## src/rtl/bcd_disp_pkg.sv

```systemverilog
// -----------------------------------------------------------------------------
// bcd_disp_pkg
// Shared constants and the BCD-to-7-segment lookup for the scanned BCD display.
// Segment vectors are ordered {g,f,e,d,c,b,a} and are active-low
// (a 0 lights the segment).
// -----------------------------------------------------------------------------
package bcd_disp_pkg;

  localparam logic [6:0] SEG_BLANK = 7'h7F;
  localparam logic [3:0] BCD_MAX   = 4'd9;

  // Active-low code for one BCD digit. Non-decimal codes 10..15 show blank.
  function automatic logic [6:0] bcd_to_seg(input logic [3:0] bcd);
    logic [6:0] code;
    case (bcd)
      4'd0:    code = 7'h40;
      4'd1:    code = 7'h79;
      4'd2:    code = 7'h24;
      4'd3:    code = 7'h30;
      4'd4:    code = 7'h19;
      4'd5:    code = 7'h12;
      4'd6:    code = 7'h02;
      4'd7:    code = 7'h78;
      4'd8:    code = 7'h00;
      4'd9:    code = 7'h10;
      default: code = SEG_BLANK;
    endcase
    return code;
  endfunction

endpackage

```

## src/rtl/bcd_scan_display_cell.sv

```systemverilog
// -----------------------------------------------------------------------------
// bcd_digit_cell
// One upper decade of the cascaded BCD count. Counts 0..9 and wraps on inc;
// inc_out passes the advance to the next decade in the same cycle.
//
// Ports:
//   clk     in   system clock
//   rst     in   asynchronous active-high reset (digit -> 0)
//   clr     in   synchronous clear (digit -> 0), wins over inc
//   inc     in   advance this decade on the next edge
//   d       out  current BCD digit (0..9)
//   is9     out  digit == 9
//   inc_out out  inc & is9, advance for the next decade up
// -----------------------------------------------------------------------------
module bcd_digit_cell
  import bcd_disp_pkg::*;
(
  input  logic       clk,
  input  logic       rst,
  input  logic       clr,
  input  logic       inc,
  output logic [3:0] d,
  output logic       is9,
  output logic       inc_out
);

  assign is9     = (d == BCD_MAX);
  assign inc_out = inc & is9;

  // NOTE: sequential state uses non-blocking assignments so every register
  // samples pre-edge values, which keeps the whole cascade single-cycle.
  always_ff @(posedge clk or posedge rst) begin
    if (rst) begin
      d <= 4'd0;
    end else if (clr) begin
      d <= 4'd0;
    end else if (inc) begin
      d <= is9 ? 4'd0 : d + 4'd1;
    end
  end

endmodule

```

## src/rtl/bcd_scan_display.sv

```systemverilog
// -----------------------------------------------------------------------------
// bcd_scan_display
// Extends a single-digit decade counter with NDIG-1 cascaded upper BCD digits
// and drives a time-multiplexed common-anode 7-segment display.
//
// Parameters:
//   NDIG      total digits including the ones digit (2..8)
//   SCAN_DIV  clk cycles per scan slot (>= 2)
//
// Ports:
//   clk       in   system clock
//   rst       in   asynchronous active-high reset
//   en_in     in   count enable shared with the decade stage
//   ones_in   in   ones digit from the decade stage
//   carry_in  in   decade stage "digit == 9" level
//   clr       in   synchronous clear of upper digits and ovf
//   value_bcd out  {upper digits, ones_in}, digit k at [4k+3:4k]
//   ovf       out  sticky overflow, cleared by clr or rst
//   seg       out  {g,f,e,d,c,b,a}, active-low, registered
//   an        out  one-hot active-low anodes, registered
//
// Build option: define BCD_SCAN_LZB_EN to blank leading zeros in the upper
// digits (the ones digit is always shown).
// -----------------------------------------------------------------------------
module bcd_scan_display
  import bcd_disp_pkg::*;
#(
  parameter int NDIG     = 4,
  parameter int SCAN_DIV = 50000
) (
  input  logic              clk,
  input  logic              rst,
  input  logic              en_in,
  input  logic [3:0]        ones_in,
  input  logic              carry_in,
  input  logic              clr,
  output logic [4*NDIG-1:0] value_bcd,
  output logic              ovf,
  output logic [6:0]        seg,
  output logic [NDIG-1:0]   an
);

  localparam int IW = $clog2(NDIG);
  localparam int PW = $clog2(SCAN_DIV);
  localparam logic [PW-1:0] PRE_LAST = PW'(SCAN_DIV - 1);
  localparam logic [IW-1:0] IDX_LAST = IW'(NDIG - 1);

  // ---------------------------------------------------------------------------
  // Cascaded upper decades
  // ---------------------------------------------------------------------------
  // The ones stage wraps 9->0 in exactly the cycle en_in & carry_in is high.
  logic adv;
  assign adv = en_in & carry_in;

  // inc[k] advances decade k; inc[NDIG] is the wrap out of the top decade.
  logic [NDIG:1]   inc;
  logic [NDIG-1:1] unused_is9;   // is9 is already folded into each inc_out
  logic [3:0]      digit [NDIG];

  assign inc[1]   = adv;
  assign digit[0] = ones_in;

  for (genvar k = 1; k < NDIG; k++) begin : g_upper
    bcd_digit_cell u_cell (
      .clk     (clk),
      .rst     (rst),
      .clr     (clr),
      .inc     (inc[k]),
      .d       (digit[k]),
      .is9     (unused_is9[k]),
      .inc_out (inc[k+1])
    );
  end

  for (genvar k = 0; k < NDIG; k++) begin : g_value
    assign value_bcd[4*k +: 4] = digit[k];
  end

  always_ff @(posedge clk or posedge rst) begin
    if (rst) begin
      ovf <= 1'b0;
    end else if (clr) begin
      ovf <= 1'b0;
    end else if (inc[NDIG]) begin
      ovf <= 1'b1;
    end
  end

  // ---------------------------------------------------------------------------
  // Scanner: prescaler picks the slot length, index picks the lit digit.
  // ---------------------------------------------------------------------------
  logic [PW-1:0] pre;
  logic [IW-1:0] idx;
  logic          scan_tick;

  assign scan_tick = (pre == PRE_LAST);

  always_ff @(posedge clk or posedge rst) begin
    if (rst) begin
      pre <= '0;
      idx <= '0;
    end else if (scan_tick) begin
      pre <= '0;
      idx <= (idx == IDX_LAST) ? '0 : idx + 1'b1;
    end else begin
      pre <= pre + 1'b1;
    end
  end

`ifdef BCD_SCAN_LZB_EN
  // lz[k]: upper digit k and every digit above it are zero. Digit 0 never blanks.
  logic [NDIG-1:0] lz;
  logic            zero_above;

  always_comb begin
    lz         = '0;
    zero_above = 1'b1;
    for (int i = NDIG - 1; i >= 1; i--) begin
      zero_above = zero_above & (digit[i] == 4'd0);
      lz[i]      = zero_above;
    end
  end
`endif

  logic [6:0]      seg_next;
  logic [NDIG-1:0] an_next;

  // NOTE: every output of a combinational block gets a default first so no
  // path through it can leave a value held, which would infer a latch.
  always_comb begin
    an_next      = '1;
    an_next[idx] = 1'b0;
    seg_next     = bcd_to_seg(digit[idx]);
`ifdef BCD_SCAN_LZB_EN
    if (lz[idx]) begin
      seg_next = SEG_BLANK;
    end
`endif
  end

  always_ff @(posedge clk or posedge rst) begin
    if (rst) begin
      seg <= SEG_BLANK;
      an  <= '1;
    end else begin
      seg <= seg_next;
      an  <= an_next;
    end
  end

endmodule

```

## config.mk

```make
export PLATFORM = sky130hd
export DESIGN_NAME = bcd_scan_display
export DESIGN_NICKNAME = d
export VERILOG_FILES = /design/src/rtl/bcd_disp_pkg.sv /design/src/rtl/bcd_scan_display_cell.sv /design/src/rtl/bcd_scan_display.sv
export SDC_FILE = /design/constraint.sdc
export NUM_CORES = 1
export LEC_CHECK = 0
export BUFFER_PORTS_ARGS = -buffer_cell sky130_fd_sc_hd__buf_2
export CELL_PAD_IN_SITES_DETAIL_PLACEMENT = 0
export CELL_PAD_IN_SITES_GLOBAL_PLACEMENT = 1
export CORE_ASPECT_RATIO = 1.2
export CORE_MARGIN = 5
export CORE_UTILIZATION = 25
export DETAILED_ROUTE_END_ITERATION = 8
export HOLD_SLACK_MARGIN = 0.06
export PLACE_DENSITY_LB_ADDON = 0.1
export SYNTH_ARGS = -nofsm -noshare
export SYNTH_HDL_FRONTEND = slang
export SYNTH_HIERARCHICAL = 1
export SYNTH_SLANG_ARGS = --single-unit
```

## constraint.sdc

```tcl
create_clock -name clk -period 2.35 [get_ports clk]
set_clock_uncertainty 0.15 [all_clocks]
set_input_delay 0.235 -clock clk [delete_from_list [all_inputs] [get_ports clk]]
set_output_delay 0.235 -clock clk [all_outputs]
set_load 0.03 [all_outputs]
```

==> metrics.md <==
| Metric | Value |
|---|---|
| Int Power | 0.001059 W |
| Final Net Count | 294 |
| Final ANT Viol Nets | 0 |
| Ranking of synthesized cells by area | dfrtp_1, dfstp_2, ha_1, a21oi_1, inv_1 |
| Reg power frac | 53.4% |
| Worst min path class | in -> reg |
| Final setup violation count | 0 |
| Mapped Cells | 226 |
| Vias in the first global route | 1737 |
| Sequential-to-total area share from yosys stat | 45.22% |
| Fillers | 973 |
| Sw Ratio | 24.29% |
| Routability Congestion | 0.7506 |
| P per Cell Area | 501.8 nW/µm² |
| Cell family with most CP delay | simple AND/OR/NAND/NOR gates |
| CP endpoint kind | flop |
| First-pass GRT wire length | 8680 µm |
| CP bufs+invs | 2 |
| Critical Path, Cell by Cell | inv_1, ha_1, nand3b_2, inv_1, and2_1, and2_1, nand2_1, or3b_1, a21oi_2 |
| Drt total wl | 5161 µm |
| 1st-iter DRT viols | 28 |
| Max IR drop VDD | 0.2064 mV |
| WL/cell | 13.23 µm |
| Most frequent cells in the layout | buf_2, dfrtp_1, inv_1 |
| Area growth syn-to-layout | 18.33% |
| Fin util | 30.52% |
| Synth Register Bits | 42 |
| Share of layout cells above drive strength 1 | 28.15% |
| Comb power frac | 9.3% |
| Drt drc | 0 |
| Lkg Pwr | 1.281 nW |
| Post_cts resized | 0 |
| Net switching power | 0.0003396 W |
| Port Buffer Count | 36 |
| Slowest cell delay on critical path | 0.42 ns |
| CTS tree | done |
| Leading cell type in the layout, fill and taps excluded | buf_2 |
| CP max-delay cell | dfrtp_1 |
| Post-synth design cell area | 2355 µm² |
| DR vias/cell | 4.279 |
| IO Count | 37 |
| Mapped Nets | 251 |
| Top cell type's share of synthesized area | 32.94% |
| Max Cap Violations | 0 |
| Max Slew Vio Count | 0 |
| Row count | 38 |
| Diode count | 0 |
| Setup total negative slack | 0 ns |
| Total GRT Usage | 9.496% |
| Routed vias | 1669 |
| Die Y | 116.3 µm |
| Core area | 9129 µm² |
| Starting Density | 25.79% |
| Crit path kind | reg -> reg |
| Die X-Extent | 98.60 µm |
| Avg Cell Area, Syn | 10.42 µm² |
| CP Max Fanout | 8 |
| Post-synthesis cell type count | 42 |
| Crit path time final | 2.065 ns |
| Slew @ Worst Pin | 0.3826 ns |
| Fmax | 0.4842 GHz |
| H-tree levels | 2 |
| Total congestion overflow | 0 |
| Initial antenna violation count | 0 |
| Arr. time, crit path | 2.14 ns |
| Clk slew on worst S/H paths | 0.08 ns |
| Max_slew headroom | 74.50% |
| Clock Sinks | 42 |
| Cts hold-fix bufs | 1 |
| Crit path required time | 2.42 ns |
| Period utilization | 87.87% |
| CTS Buf Count | 5 |
| Drt pass-1 iters | 4 |
| Status | finished clean |
| Clock power frac | 37.4% |
| RSZ-0062 raised after global routing | false |
| Clock root buffer | clkbuf_8 |
| Synth Warn # | 6 |
| CTS Buffer Depth | 2 |
| Die area | 11470 µm² |
| Worst-Skew Late Latency | 0.28 ns |
| Largest net degree at the start of global routing | 31 |
| Fin. Hold Viols | 0 |
| Hpwl dp | 3988 µm |
| Nature of the critical path startpoint | flop |
| Post-CTS Setup Repair Bufs | 0 |
| Largest area contributor in the netlist | dfrtp_1 |
## per-layer routing
layer / wire (µm) / global-route usage (%) / vias to the layer above / share of wire (%)
li1: - / - / 854 / -
met1: 2427 / 12.20 / 785 / 47
met2: 2478 / 15.74 / 28 / 48
met3: 201 / 2.270 / 2 / 3.9
met4: 55 / 3.279 / 0 / 1.1
met5: 0 / 0 / - / 0
## cell families (layout without fill, tap and decap cells)
logic type / count (synthesis) / in the layout / share of synthesized area, %
simple gates: 90 / 90 / 22.48
flops: 42 / 42 / 45.22
compound gates: 33 / 33 / 8.608
buf+inv: 27 / 71 / 5.632
fa+ha+maj: 16 / 16 / 8.502
xor+xnor: 12 / 12 / 4.463
mux: 6 / 6 / 5.101
## per-stage QoR
stage               instance area (µm²)  power [W]  setup slack [ns]  hold slack [ns]  cells
floorplan                          2355  0.0008524            0.2008          -0.1489    226
global placement                   2673  0.0008931            0.3468          0.03461    381
detailed placement                 2673  0.0008920            0.3006          0.03161    381
CTS                                2786   0.001440            0.2711           0.1526    390
global route                       2786   0.001472           0.09153           0.1731    390
finish                             2786   0.001398            0.2849           0.1603    390
## area by class of cell
class / instances / area [µm²] / share of cell area, %
multi-input cells: 157 / 1157 / 41.54
flip-flops and latches: 42 / 1065 / 38.21
repair buffers: 43 / 235.2 / 8.442
well taps: 120 / 150.1 / 5.388
clock buffers: 7 / 97.59 / 3.502
inverters: 20 / 75.07 / 2.694
clock inverters: 1 / 6.256 / 0.2245
## worst reg2reg max path, delay by kind of cell, from the launching register on
family / cells / cell delay [ns]
DFF: 1 / 0.42
AOI/OAI and AO/OA: 1 / 0.11
adders and majority gates: 1 / 0.17
buffers and inverters: 2 / 0.13
and+or+nand+nor: 5 / 1.02
## synthesized netlist by cell type
master and instances:
dfrtp_1 31, inv_1 20, nor2_1 18, a21oi_1 16, ha_1 16, nand2_1 16
dfstp_2 11, nand3_1 8, nand2b_1 7, nor3_1 7, nand3b_1 6, o21ai_0 6
xnor2_1 6, xor2_1 6, a21oi_2 4, and2_1 4, and4b_1 4, buf_4 4
a21boi_0 3, nand3b_2 3, or3b_1 3, buf_6 2, mux2_2 2, mux4_1 2
mux4_2 2, nand2b_2 2, nor2b_1 2, a2bb2oi_1 1, and2b_2 1, and3_1 1
and4_1 1, buf_2 1, nand2b_4 1, nand4_1 1, nor4_1 1, nor4b_1 1
o22a_2 1, o31ai_1 1, o41ai_1 1, or2_0 1, or4_1 1, or4b_1 1
## registers in the layout, summed over array words and instances (netlist names)
| signal | cells |
|---|---|
| pre | 16 |
| g_upper.u_cell/d | 12 |
| seg | 7 |
| an | 4 |
| idx | 2 |
| ovf | 1 |
## final timing paths
path                                         from                     end  slack, ns  cells after the start
setup / recovery           g_upper[1].u_cell/d[1]  g_upper[3].u_cell/d[2]       0.28                      9
hold / removal                                clr  g_upper[3].u_cell/d[2]       0.16                      2
setup reg to reg           g_upper[1].u_cell/d[1]  g_upper[3].u_cell/d[2]       0.28                      9
hold reg to reg                           pre[12]                 pre[12]       0.35                      1
max in group asynchronous                     rst                  seg[3]       1.27                      4
min in group asynchronous                     rst  g_upper[1].u_cell/d[1]       0.26                      3
## power by group through the flow
stage                     clock (W)  sequential, W  combinational (W)
after detailed placement          0       0.000760           0.000132
final                      0.000523       0.000746           0.000130
after CTS                  0.000560       0.000747           0.000133
after global placement            0       0.000759           0.000134
after floorplan                   0       0.000788          0.0000647
after global routing       0.000581       0.000748           0.000142
(Power assumes the default switching activity.)
